<file path="src/rtl/seven_seg_scan_controller.sv">
// Multiplexed seven-segment scanner: double-buffered BCD value, frame-aligned commit,
// blank gap before every digit slot and optional leading-zero blanking.
module seven_seg_scan_controller #(
   parameter int NUM_DIGITS   = 4,
   parameter int DIV          = 1000,
   parameter int BLANK_CYCLES = 2
) (
   input  logic                    clk,
   input  logic                    rst,
   input  logic                    load_valid,
   output logic                    load_ready,
   input  logic [4*NUM_DIGITS-1:0] load_data,
   input  logic                    lzb_en,
   output logic [3:0]              bcd_out,
   input  logic [6:0]              seg_in,
   output logic [6:0]              seg_out,
   output logic [NUM_DIGITS-1:0]   an_out,
   output logic                    frame_done
);

   localparam int CNT_MAX = (DIV > BLANK_CYCLES) ? DIV : BLANK_CYCLES;
   localparam int CNT_W   = (CNT_MAX > 1) ? $clog2(CNT_MAX) : 1;
   localparam int IDX_W   = $clog2(NUM_DIGITS);

   localparam logic [CNT_W-1:0] SHOW_LAST  = CNT_W'(DIV - 1);
   localparam logic [CNT_W-1:0] BLANK_LAST = CNT_W'(BLANK_CYCLES - 1);
   localparam logic [IDX_W-1:0] IDX_LAST   = IDX_W'(NUM_DIGITS - 1);

   typedef enum logic {
      BLANK = 1'b0,
      SHOW  = 1'b1
   } phase_t;

   phase_t                    phase_reg, phase_next;
   logic [CNT_W-1:0]          cnt_reg, cnt_next;
   logic [IDX_W-1:0]          idx_reg, idx_next;
   logic [4*NUM_DIGITS-1:0]   active_reg, active_next;
   logic [4*NUM_DIGITS-1:0]   pending_reg, pending_next;
   logic                      pending_valid_reg, pending_valid_next;
   logic [NUM_DIGITS-1:0]     an_reg, an_next;
   logic [6:0]                seg_reg, seg_next;
   logic [NUM_DIGITS-1:0]     blanked;
   logic                      frame_end;
   logic                      lit;

   // A digit is blanked when it and every more significant nibble are zero.
   for (genvar gi = 0; gi < NUM_DIGITS; gi++) begin : g_lzb
      if (gi == 0) begin : g_lsd
         assign blanked[gi] = 1'b0;
      end else begin : g_upper
         assign blanked[gi] = lzb_en & ~(|active_reg[4*NUM_DIGITS-1:4*gi]);
      end
   end

   assign load_ready = ~pending_valid_reg & ~rst;
   assign bcd_out    = active_reg[4*idx_reg +: 4];
   assign frame_done = frame_end;
   assign an_out     = an_reg;
   assign seg_out    = seg_reg;

   always_comb begin
      phase_next         = phase_reg;
      cnt_next           = cnt_reg;
      idx_next           = idx_reg;
      active_next        = active_reg;
      pending_next       = pending_reg;
      pending_valid_next = pending_valid_reg;
      frame_end          = 1'b0;

      case (phase_reg)
         BLANK: begin
            if (cnt_reg == BLANK_LAST) begin
               phase_next = SHOW;
               cnt_next   = '0;
            end else begin
               cnt_next = cnt_reg + CNT_W'(1);
            end
         end
         SHOW: begin
            if (cnt_reg == SHOW_LAST) begin
               phase_next = BLANK;
               cnt_next   = '0;
               if (idx_reg == IDX_LAST) begin
                  idx_next  = '0;
                  frame_end = 1'b1;
               end else begin
                  idx_next = idx_reg + IDX_W'(1);
               end
            end else begin
               cnt_next = cnt_reg + CNT_W'(1);
            end
         end
         default: begin
            phase_next = BLANK;
            cnt_next   = '0;
         end
      endcase

      // Transfer and commit are mutually exclusive since load_ready needs pending_valid low.
      if (load_valid && load_ready) begin
         pending_next       = load_data;
         pending_valid_next = 1'b1;
      end
      if (frame_end && pending_valid_reg) begin
         active_next        = pending_reg;
         pending_valid_next = 1'b0;
      end

      lit      = (phase_reg == SHOW) && !blanked[idx_reg];
      an_next  = lit ? (NUM_DIGITS'(1) << idx_reg) : '0;
      seg_next = lit ? seg_in : 7'b0;
   end

   always_ff @(posedge clk) begin
      if (rst) begin
         phase_reg         <= BLANK;
         cnt_reg           <= '0;
         idx_reg           <= '0;
         active_reg        <= '0;
         pending_reg       <= '0;
         pending_valid_reg <= 1'b0;
         an_reg            <= '0;
         seg_reg           <= 7'b0;
      end else begin
         phase_reg         <= phase_next;
         cnt_reg           <= cnt_next;
         idx_reg           <= idx_next;
         active_reg        <= active_next;
         pending_reg       <= pending_next;
         pending_valid_reg <= pending_valid_next;
         an_reg            <= an_next;
         seg_reg           <= seg_next;
      end
   end

endmodule
</file>
<file path="config.mk">
export PLATFORM = sky130hd
export DESIGN_NAME = seven_seg_scan_controller
export DESIGN_NICKNAME = d
export VERILOG_FILES = /design/src/rtl/seven_seg_scan_controller.sv
export SDC_FILE = /design/constraint.sdc
export NUM_CORES = 1
export LEC_CHECK = 0
export CAP_MARGIN = 30
export CORE_UTILIZATION = 48
export CTS_BUF_LIST = sky130_fd_sc_hd__clkbuf_8
export DETAILED_ROUTE_END_ITERATION = 7
export PLACE_DENSITY = 0.78
export RECOVER_POWER = 50
export SETUP_SLACK_MARGIN = 0.3
export SLEW_MARGIN = 20
export SYNTH_ARGS = -nofsm -noshare
export SYNTH_HDL_FRONTEND = slang
export SYNTH_SLANG_ARGS = --single-unit
</file>
<file path="constraint.sdc">
create_clock -name clk -period 1.5 [get_ports clk]
set_input_delay 0.45 -clock clk [delete_from_list [all_inputs] [get_ports clk]]
set_output_delay 0.45 -clock clk [all_outputs]
set_load 0.05 [all_outputs]
</file>
# Yosys cells after proc, flatten, opt, wreduce, memory -nomap -nowiden
# Cells that the tools add are included.
[totals] mem_bits_rw=0 latchBits=0 out_inout_bits=17 memories=0 in_bits=27 mem_bits_ro=0 ff_bits=57
[op_classes] mux=12 n_bitwise=11 reduce_logical=10 n_div=0 n_mul=0 eq_ne=3 magnitude_cmp=1 add_sub_neg=2 shift=2
[ops] operator="$mux W10" count=2
[ops] operator="$pmux W10 S2" count=1
[ops] operator="$shiftx A16 B5 Y4" count=1
[ops] operator="$reduce_or A12 Y1" count=1
[ops] operator="$add A10 B1 Y10 const B" count=1
[ops] operator="$eq A10 B1 Y1 const B" count=1
[ops] operator="$eq A10 B10 Y1 const B" count=1
[ops] operator="$reduce_or A8 Y1" count=1
[ops] operator="$not A1 Y1" count=7
[ops] operator="$mux W1" count=6
[ops] operator="$and A1 B1 Y1" count=4
[ops] operator="$reduce_or A2 Y1" count=2
[ops] operator="$reduce_or A4 Y1" count=1
[ops] operator="$shl A1 B2 Y4 const A" count=1
[ops] operator="$logic_and A1 B1 Y1" count=3
[ops] operator="$lt A2 B3 Y1 const B" count=1
[ops] operator="$add A2 B1 Y2 const B" count=1
[ops] operator="$bmux W1 S2" count=1
[ops] operator="$eq A2 B2 Y1 const B" count=1
[ops] operator="$mux W2" count=1
[ops] operator="$pmux W1 S2" count=1
[ops] operator="$reduce_and A2 Y1" count=1
[ops] operator="$logic_not A1 Y1" count=1

# Longest topological paths before layout
[logic_depth] depth_word=9 ltp_mapped=7 mapped_depth_nobuf=6

# Worst setup path before layout
# Ideal clock, no wire load.
[synth_timing] kind="input -> register" start="input rst" end="register pending_reg[1]" arrival_ns=1.894 required_ns=1.426 setup_time_ns=0.074 slack_ns=-0.468 stages=6 path_cell_list="nor2_1 > and2_1 > clkbuf_1 > clkbuf_1 > nand2_1 > o21ai_0"
[synth_via] elab_chain_len=3
[synth_rtl] item="from (decl)" line="9" source="input logic rst,"
[synth_rtl] item="$not A1 Y1" line="55" source="assign load_ready = ~pending_valid_reg & ~rst;"
[synth_rtl] item="$and A1 B1 Y1" line="55"
[synth_rtl] item="$logic_and A1 B1 Y1" line="100" source="if (load_valid && load_ready) begin"
[synth_rtl] item="to (signal assigned)" line="129" source="pending_reg <= pending_next;"
[synth_rtl] item="to (decl)" line="38" source="logic [4*NUM_DIGITS-1:0] pending_reg, pending_next;"
# Parallel ways exist; a longest one is shown, timed or not.
# A chain may end at the register's enable or synchronous reset.

# Worst setup path in the final report
[layout_timing] start="register idx_reg[0]" end="output bcd_out[3]"
[layout_via] elab_chain_len=1
[layout_rtl] item="from (decl)" line="36" source="logic [IDX_W-1:0] idx_reg, idx_next;"
[layout_rtl] item="from (signal assigned)" line="127" source="idx_reg <= idx_next;"
[layout_rtl] item="$shiftx A16 B5 Y4" line="56" source="assign bcd_out = active_reg[4*idx_reg +: 4];"
[layout_rtl] item="to (decl)" line="14" source="output logic [3:0] bcd_out,"
# Every way passes these cells.

==> results.yml <==
cells_and_area:
  finish.net_count: 344
  antennaDiodeCount: 0
  fill_cells: 239
  final_common_cell: "dfxtp_1"
  drive_gt1_frac: 0.408
  layout.cells.most_common_list: "41 x dfxtp_1, 33 x nand2b_1, 25 x clkdlybuf4s50_1"
  final_cells: 371
  seqCellArea_sq_mm: 0.00117
  area_growth_syn_to_layout_pct: 60.6
  multi_input_area_sq_mm: 0.00129
floorplanning:
  io_pins: 44
  fp.coreArea_sq_mm: 0.00450
  die_y_um: 71.6
  die_x_um: 71.6
  start_util: 0.516
  rows: 24
  dieArea_sq_mm: 0.00512
logic_synthesis:
  seq_area_frac_synth: 0.491
  syn_inst: 231
  avgSynthCellArea_sq_um: 10.1
  synth_nets: 261
  syn-cell-area_sq_mm: 0.00232
  yosys-top-cells-area: "dfxtp_1 49%, nand2b_1 8.9%, mux2i_1 7.8%, mux4_2 3.9%, o21ai_0 3.4%"
  yosysTopAreaCellShare: 0.491
  yosysTopAreaCell: "dfxtp_1"
  ys.warnings.count: 0
  synth_cell_types: 34
  ys_ff_latch: 57
placed_design:
  place.gp.congestion: 0.771
  dp_worst_setup_slack_ns: -0.349
  dp.cells: 337
  portBuffers: 43
  hpwl_um: 3230
sta:
  fin_ws_ns: -0.437
  hold_violations: 0
  max_clock_freq_mhz: 516
  timing.final.max_slew_violations: 0
  rsz0062_at_grt: "true"
  tightestPinTransition_ns: 0.375
  skew_ns: 0.0189
  slew_headroom: 0.750
  fin_crit_ns: 1.94
  period_share: 1.29
  setup_viol: 34
status:
  violations: "negative setup slack"
  status: "complete, but fails checks"
clock_tree:
  cts.sinks: 57
  clkTransAtPathRegs_ns: 0.08
  htree_levels: 3
  cts_tree: "done"
  root_buffer: "clkbuf_8"
  clk_latency_ns: 0.36
  clockBufferDepth: 2
  cts_buffers: 9
run:
  max_cap_viol_count: 0
drt:
  drt_wl_total_um: 7020
  drc_errors: 0
  via_count: 2042
  firstDrtPassIters: 4
  drt_iter0_drc: 62
  ant_nets: 0
  wire_per_inst_um: 18.9
  vias_per_cell: 5.50
global_routing:
  grt_max_degree: 35
  grt_pass1_wl_um: 9820
  antenna_found_initial: 0
  first_global_vias: 2022
  overflow: 0
  grt_usage: 0.258
power_and_ir_drop:
  cellLeakagePower_nw: 1.48
  irDropWorstVdd_v: 0.000588
  power_density_mw_per_mm2: 1070
  fin_total_pwr_mw: 3.97
min_path:
  hp-class: "in2reg"
critical_path:
  path_max_fanout: 5
  crit_type: "reg2out"
  crit_arrival_ns: 1.49
  endpoint_kind: "primary output"
  worstPathRequired_ns: 1.05
  critPathLaunchType: "flip-flop"
==> Yosys cell counts <==
| cell type | n |
|---|---|
| a21oi_1 | 1 |
| a31o_2 | 1 |
| a41oi_1 | 1 |
| and2_1 | 10 |
| and3b_1 | 2 |
| and4_1 | 1 |
| and4_4 | 1 |
| buf_12 | 1 |
| buf_2 | 3 |
| clkbuf_1 | 9 |
| dfxtp_1 | 57 |
| ha_1 | 3 |
| inv_1 | 2 |
| mux2i_1 | 18 |
| mux4_2 | 4 |
| nand2_1 | 21 |
| nand2b_1 | 33 |
| nand3_1 | 4 |
| nand4_1 | 3 |
| nand4_4 | 1 |
| nand4bb_1 | 1 |
| nor2_1 | 17 |
| nor2_8 | 1 |
| nor2b_1 | 2 |
| nor3_1 | 3 |
| nor3_2 | 1 |
| nor3b_1 | 1 |
| nor4_1 | 2 |
| nor4b_1 | 1 |
| o21ai_0 | 16 |
| o41ai_1 | 1 |
| or3b_1 | 1 |
| xnor2_1 | 5 |
| xor2_1 | 3 |
==> routing by layer <==
| layer | GRT usage | vias to the layer above | part of all wire |
|---|---|---|---|
| li1 | - | 952 | - |
| met1 | 0.292 | 999 | 0.41 |
| met2 | 0.452 | 69 | 0.51 |
| met3 | 0.0985 | 22 | 0.049 |
| met4 | 0.0784 | 0 | 0.038 |
| met5 | 0 | - | 0 |
==> through the flow <==
stage | utilization | setup TNS (ns) | hold slack [ns] | instance area [sq um]
2_1_floorplan | - | -0.344 | 0.432 | 2430
3_3_place_gp | 0.696 | -15.87 | 0.449 | 3130
3_5_place_dp | 0.696 | -17.66 | 0.452 | 3130
4_1_cts | 0.809 | -8.27 | 0.387 | 3650
5_1_grt | 0.828 | -12.12 | 0.396 | 3730
6_report | 0.828 | -9.64 | 0.400 | 3730
==> repair_timing <==
action	CTS	global route
hold buffers	0	0
buffers inserted	11	3
setup endpoints to repair	74	69
gates cloned	3	1
resized for setup	49	25
pin swaps	18	15
==> critical path, cell delays in order, from the launching register on <==
cell and delay, ns:
dfxtp_4 0.42, mux4_2 0.54, buf_6 0.17
==> layout make-up <==
cell class	instances	share of cell area
multi-input cells	160	0.347
flip-flops and latches	57	0.313
repair buffers	84	0.256
clock buffers	10	0.0369
clock inverters	6	0.0282
well taps	52	0.0174
inverters	2	0.00201
==> cells by family after synthesis <==
kind of cell,after synthesis,share of synthesized area
and+or+nand+nor,106,0.265
AOI/OAI and AO/OA,20,0.0480
muxes,22,0.116
adders and majority gates,3,0.0162
xor gates and xnor gates,8,0.0302
buffers and inverters,15,0.0329
DFF,57,0.491
==> where the power goes <==
| part | internal, mW | total (mW) | switching (mW) |
|---|---|---|---|
| Clock | 1.14 | 1.79 | 0.655 |
| Sequential | 1.59 | 1.63 | 0.0457 |
| Combinational | 0.313 | 0.548 | 0.235 |
==> final timing paths <==
| path | from | to | slack (ns) | cells after the start |
|---|---|---|---|---|
| worst min-delay path | rst | pending_valid_reg$_SDFFE_PP0P_ | 0.40 | 2 |
| worst max-delay path | idx_reg[0]$_SDFFE_PP0P_ | bcd_out[3] | -0.44 | 2 |
| worst min register to register | pending_reg[14]$_SDFFE_PP0P_ | active_reg[14]$_SDFFE_PP0P_ | 0.48 | 2 |
| worst max register to register | cnt_reg[1]$_SDFF_PP0_ | active_reg[4]$_SDFFE_PP0P_ | -0.42 | 12 |
No activity file was read; power rests on OpenSTA's default activity.
